`config.mk`:
```
export PLATFORM = sky130hd
export DESIGN_NAME = lut_multiplier_nb_seq_flat
export DESIGN_NICKNAME = d
export VERILOG_FILES = /design/src/rtl/lut_multiplier_nb_seq_if.sv /design/src/rtl/lut_multiplier_nb_seq.sv /design/src/flat_wrapper.sv
export SDC_FILE = /design/constraint.sdc
export NUM_CORES = 1
export LEC_CHECK = 0
export ABC_AREA = 1
export CORE_MARGIN = 2
export CORE_UTILIZATION = 51
export CTS_CLUSTER_SIZE = 14
export DETAILED_ROUTE_END_ITERATION = 10
export PLACE_DENSITY = 0.77
export RECOVER_POWER = 100
export SLEW_MARGIN = 20
export SYNTH_ARGS = -nofsm -noshare
export SYNTH_HDL_FRONTEND = slang
export SYNTH_SLANG_ARGS = --single-unit
```
`constraint.sdc`:
```
create_clock -name clk -period 2.8 [get_ports clk]
set_clock_uncertainty 0.15 [all_clocks]
set_input_delay 0.56 -clock clk [delete_from_list [all_inputs] [get_ports clk]]
set_output_delay 0.56 -clock clk [all_outputs]
set_load 0.1 [all_outputs]
```
`src/rtl/lut_multiplier_nb_seq_if.sv`:
```
// Handshake and data bundle for the radix-4 LUT sequential multiplier.
// master = operand producer / result consumer, slave = the multiplier.
interface lut_multiplier_nb_seq_if #(
    parameter int WIDTH = 8
);
    logic                   start_valid;
    logic                   start_ready;
    logic [WIDTH-1:0]       source_number_0;
    logic [WIDTH-1:0]       source_number_1;
    logic [2*WIDTH-1:0]     result;
    logic                   result_valid;
    logic                   result_ready;
    logic                   busy;

    modport master (
        output start_valid, source_number_0, source_number_1, result_ready,
        input  start_ready, result, result_valid, busy
    );

    modport slave (
        input  start_valid, source_number_0, source_number_1, result_ready,
        output start_ready, result, result_valid, busy
    );
endinterface

```
`src/rtl/lut_multiplier_nb_seq.sv`:
```
// Sequential unsigned multiplier, one 2-bit multiplier digit per cycle via a 0/A/2A/3A LUT.
// Optional macro LUT_MULT_EARLY_EXIT_EN: finish as soon as the remaining multiplier digits are all zero.
module lut_multiplier_nb_seq #(
    parameter int WIDTH = 8
) (
    input  logic                    clk,
    input  logic                    resetn,
    lut_multiplier_nb_seq_if.slave  bus
);
    localparam int DIGITS = WIDTH / 2;
    localparam int CW     = $clog2(DIGITS) + 1;
    localparam int PW     = WIDTH + 2;
    localparam int RW     = 2 * WIDTH;

    typedef enum logic [1:0] {IDLE, CALC, DONE} state_t;

    state_t             state;
    logic [WIDTH-1:0]   a_reg;
    logic [WIDTH-1:0]   b_reg;
    logic [RW-1:0]      acc;
    logic [CW-1:0]      count;
    logic               start_ready_r;
    logic               result_valid_r;
    logic               busy_r;

    logic [PW-1:0]      partial;
    logic [RW-1:0]      next_acc;
    logic [WIDTH-1:0]   b_next;
    logic               last_digit;
    logic               finish;

    function automatic logic [PW-1:0] lut_partial(input logic [WIDTH-1:0] a, input logic [1:0] d);
        logic [PW-1:0] a_ext;
        a_ext = PW'(a);
        case (d)
            2'd0:    return '0;
            2'd1:    return a_ext;
            2'd2:    return a_ext << 1;
            default: return (a_ext << 1) + a_ext;
        endcase
    endfunction

    always_comb begin
        partial    = lut_partial(a_reg, b_reg[1:0]);
        // The accumulator is full product width, so the weighted add cannot overflow.
        next_acc   = acc + (RW'(partial) << {count, 1'b0});
        b_next     = b_reg >> 2;
        last_digit = (count == CW'(DIGITS - 1));
`ifdef LUT_MULT_EARLY_EXIT_EN
        finish     = last_digit || (b_next == '0);
`else
        finish     = last_digit;
`endif
    end

    always_ff @(posedge clk or negedge resetn) begin
        if (!resetn) begin
            state          <= IDLE;
            a_reg          <= '0;
            b_reg          <= '0;
            acc            <= '0;
            count          <= '0;
            start_ready_r  <= 1'b1;
            result_valid_r <= 1'b0;
            busy_r         <= 1'b0;
        end else begin
            case (state)
                IDLE: begin
                    if (bus.start_valid) begin
                        a_reg         <= bus.source_number_0;
                        b_reg         <= bus.source_number_1;
                        acc           <= '0;
                        count         <= '0;
                        state         <= CALC;
                        start_ready_r <= 1'b0;
                        busy_r        <= 1'b1;
                    end
                end
                CALC: begin
                    acc   <= next_acc;
                    b_reg <= b_next;
                    count <= count + 1'b1;
                    if (finish) begin
                        state          <= DONE;
                        result_valid_r <= 1'b1;
                    end
                end
                DONE: begin
                    // acc is left untouched so the product stays visible until the next accept.
                    if (bus.result_ready) begin
                        state          <= IDLE;
                        result_valid_r <= 1'b0;
                        busy_r         <= 1'b0;
                        start_ready_r  <= 1'b1;
                    end
                end
                default: begin
                    state          <= IDLE;
                    result_valid_r <= 1'b0;
                    busy_r         <= 1'b0;
                    start_ready_r  <= 1'b1;
                end
            endcase
        end
    end

    assign bus.start_ready  = start_ready_r;
    assign bus.result_valid = result_valid_r;
    assign bus.busy         = busy_r;
    assign bus.result       = acc;
endmodule

```
`src/flat_wrapper.sv`:
```
// flat-port wrapper written by rule: the top's interface ports become plain ports
module lut_multiplier_nb_seq_flat 
#(
    parameter int WIDTH = 8
)
  (clk, resetn, bus_start_valid, bus_source_number_0, bus_source_number_1, bus_result_ready, bus_start_ready, bus_result, bus_result_valid, bus_busy);
  lut_multiplier_nb_seq_if #(.WIDTH(WIDTH)) bus_i ();
  input  logic clk;
  input  logic resetn;
  input wire logic [$bits(bus_i.start_valid)-1:0] bus_start_valid;
  input wire logic [$bits(bus_i.source_number_0)-1:0] bus_source_number_0;
  input wire logic [$bits(bus_i.source_number_1)-1:0] bus_source_number_1;
  input wire logic [$bits(bus_i.result_ready)-1:0] bus_result_ready;
  output wire logic [$bits(bus_i.start_ready)-1:0] bus_start_ready;
  output wire logic [$bits(bus_i.result)-1:0] bus_result;
  output wire logic [$bits(bus_i.result_valid)-1:0] bus_result_valid;
  output wire logic [$bits(bus_i.busy)-1:0] bus_busy;
  assign bus_i.start_valid = bus_start_valid;
  assign bus_i.source_number_0 = bus_source_number_0;
  assign bus_i.source_number_1 = bus_source_number_1;
  assign bus_i.result_ready = bus_result_ready;
  assign bus_start_ready = bus_i.start_ready;
  assign bus_result = bus_i.result;
  assign bus_result_valid = bus_i.result_valid;
  assign bus_busy = bus_i.busy;
  lut_multiplier_nb_seq #(.WIDTH(WIDTH)) u_core (.clk(clk), .resetn(resetn), .bus(bus_i));
endmodule
```
==> flow_summary.toml <==
[critical_path]
cpMostUsedCell = "nand2_1"
worstSetupPathType = "reg2reg"
slowest_delay_ns = 0.51
cpMaxStageDelayCell = "fa_2"
path_cells = "ha_4 > inv_2 > fa_2 > nand2_1 > o21ai_1 > inv_1 > nand2_1 > o21ai_2 > nand2_1 > nor2_1 > ha_1 > a21oi_1 > nand2_1 > nand2_2 > a31oi_4 > a21oi_4 > buf_4 > o21ai_2 > a21oi_2 > o21ai_1 > nand2_1"
path_depth = 21
critPathTopFamily = "adder cells"
setup.worst_path.start_class = "register"
crit_path_end_kind = "register"
worstRegToRegCells = 21
cp_max_fo = 4
worstPathArrival_ns = 3.52
path_buf_inv = 3
crit_required_ns = 2.89

[finish]
postLayoutCellArea_um2 = 4490
final_nets = 591
largest_reg_flops = 16
final_cell_mix = "nand2_1 (99), buf_4 (64), inv_1 (47), dfrtp_1 (37), nor2_1 (26)"
final_common_cell = "nand2_1"
areaGrowthSynthToFinish_pct = 45.7
antennaDiodeCount = 0
final_core_util = 0.763
drive_gt1_frac = 0.323

[drt]
drt_iter0_markers = 204
drc_errors = 0
drt_first_pass_iters = 5
ant_nets = 0
avgRoutedWirePerCell_um = 14.9
vias_per_cell = 5.63
routed_wl_um = 9210
vias = 3492

[cts]
cts.path.max_buffers = 2
clk_latency_ns = 0.31
clkTransAtPathRegs_ns = 0.10
cts_made_buffers = 5
h-tree-depth = 2
clock-sinks = 40
cts_tree = "built"
cts_root_buf = "clkbuf_8"

[timing]
fin_crit_ns = 3.42
tns_ns = -5.68
maxSlewHeadroom = -0.485
hold_viol = 0
tightest_slew_ns = 2.23
slew_viol_final = 41
holdWs_ns = 0.330
rsz0062_at_grt = "true"
fmax_mhz = 292
timing.final.ws_setup_ns = -0.625
finalCritPeriodShare = 1.22
setup_viol_count_final = 12

[placed_design]
io_buffers = 38
dp.final_hpwl_um = 6290
placedInstanceArea_um2 = 3960
gp_congestion = 0.915

[synth]
synth_cell_types = 39
synth_top_area_frac = 0.317
postSynthAreaPerCell_um2 = 7.08
synth_edf_count = 0
yosysSeqAreaShare = 0.325
synth_ff_type = "dfrtp_1"
syn_area_um2 = 3080
syn-num-nets = 482
yosys-top-cells-area = "dfrtp_1 (32%), nand2_1 (13%), ha_1 (10%)"
yosys.area.top_type = "dfrtp_1"
synthArstFlopShare = 1.00
ys.warnings.count = 0
synthCells = 435
ys_seq_elements = 40

[global_route]
first_global_vias = 3375
antenna_found_initial = 0
grt_pass1_wl_um = 14800
grt_max_degree = 41
grtUsageTotal = 0.283
grt-ovfl-total = 0

[floorplanning]
rows = 28
start_util = 0.524
die_w_um = 81.7
coreArea_um2 = 5890
die-area_um2 = 6680
pin_count = 39
die_h_um = 81.7

[hold_path]
hold_class = "reg2reg"
hold_depth = 2

[run_status]
violations = "capacitance limit, slew limit, setup timing"
status = "finished, violations left"

[job]
max-cap-violations = 1
## through the flow
stage,setup slack [ns],instances
floorplan,-0.220,435
global placement,-0.492,596
detailed placement,-0.553,596
CTS,-0.493,616
global route,-0.772,620
finish,-0.625,620
## final cells by class
type / count / area, um2
clock inverter: 3 / 46.3
clock buffer: 5 / 68.8
fill: 413 / 1400
multi-input combinational: 326 / 2200
tap: 75 / 93.8
timing repair buffer: 114 / 863
inverter: 57 / 214
sequential: 40 / 1000
## synth_stat cells, types with 3 or more instances
cell type / count
nand2_1: 110
or2_1: 4
o21ai_0: 31
nor2_1: 29
nand3_1: 29
a221oi_1: 7
o21ai_1: 22
ha_1: 25
xor2_1: 4
a22o_1: 3
inv_2: 7
clkbuf_1: 9
a21oi_1: 19
dfrtp_1: 39
o211ai_1: 3
nand4_1: 4
nor3_1: 9
inv_1: 50
nand2_2: 4
## logic make-up (layout without fill, tap and decap cells)
group                      count (synthesis)  in the layout  synth area share
AOI/OAI and AO/OA                        102            102             0.197
DFF                                       40             40             0.325
adders and majority gates                 27             27             0.114
xor gates and xnor gates                   5              5            0.0142
buffers and inverters                     69            179            0.0861
and+or+nand+nor                          192            192             0.263
## timing repair
item                                    in CTS  in global routing
hold buffers                                 0                  0
resized for setup                           25                 68
setup buffers                               12                 12
endpoints found under the setup margin      11                 13
pin swaps                                   31                 40
## final timing paths
path / slack, ns / from / end
worst max-delay path: -0.62 / u_core.a_reg[1]$_DFFE_PN0P_ / u_core.bus.result[9]$_DFFE_PN0P_
worst min-delay path: 0.33 / u_core.bus.busy$_DFFE_PN0P_ / u_core.bus.busy$_DFFE_PN0P_
worst max register to register: -0.62 / u_core.a_reg[1]$_DFFE_PN0P_ / u_core.bus.result[9]$_DFFE_PN0P_
worst min register to register: 0.33 / u_core.bus.busy$_DFFE_PN0P_ / u_core.bus.busy$_DFFE_PN0P_
max in group asynchronous: 0.33 / resetn / u_core.a_reg[1]$_DFFE_PN0P_
min in group asynchronous: 0.75 / resetn / u_core.a_reg[0]$_DFFE_PN0P_
## worst register-to-register path: cells and delay by family (launching register included)
kind,cells,cell delay [ns]
buf+inv,3,0.27
fa+ha+maj,3,0.98
compound gates,8,0.98
flops,1,0.44
simple gates,7,0.54
## metal layers
| layer | GRT usage | share of wire |
|---|---|---|
| met5 | 0 | 0 |
| met2 | 0.498 | 0.50 |
| met4 | 0.0717 | 0.019 |
| met1 | 0.361 | 0.43 |
| met3 | 0.0418 | 0.048 |
Power is left out: the tool's default activity adds up to more than one toggle a clock period on the data nets, which glitch-free logic cannot reach.
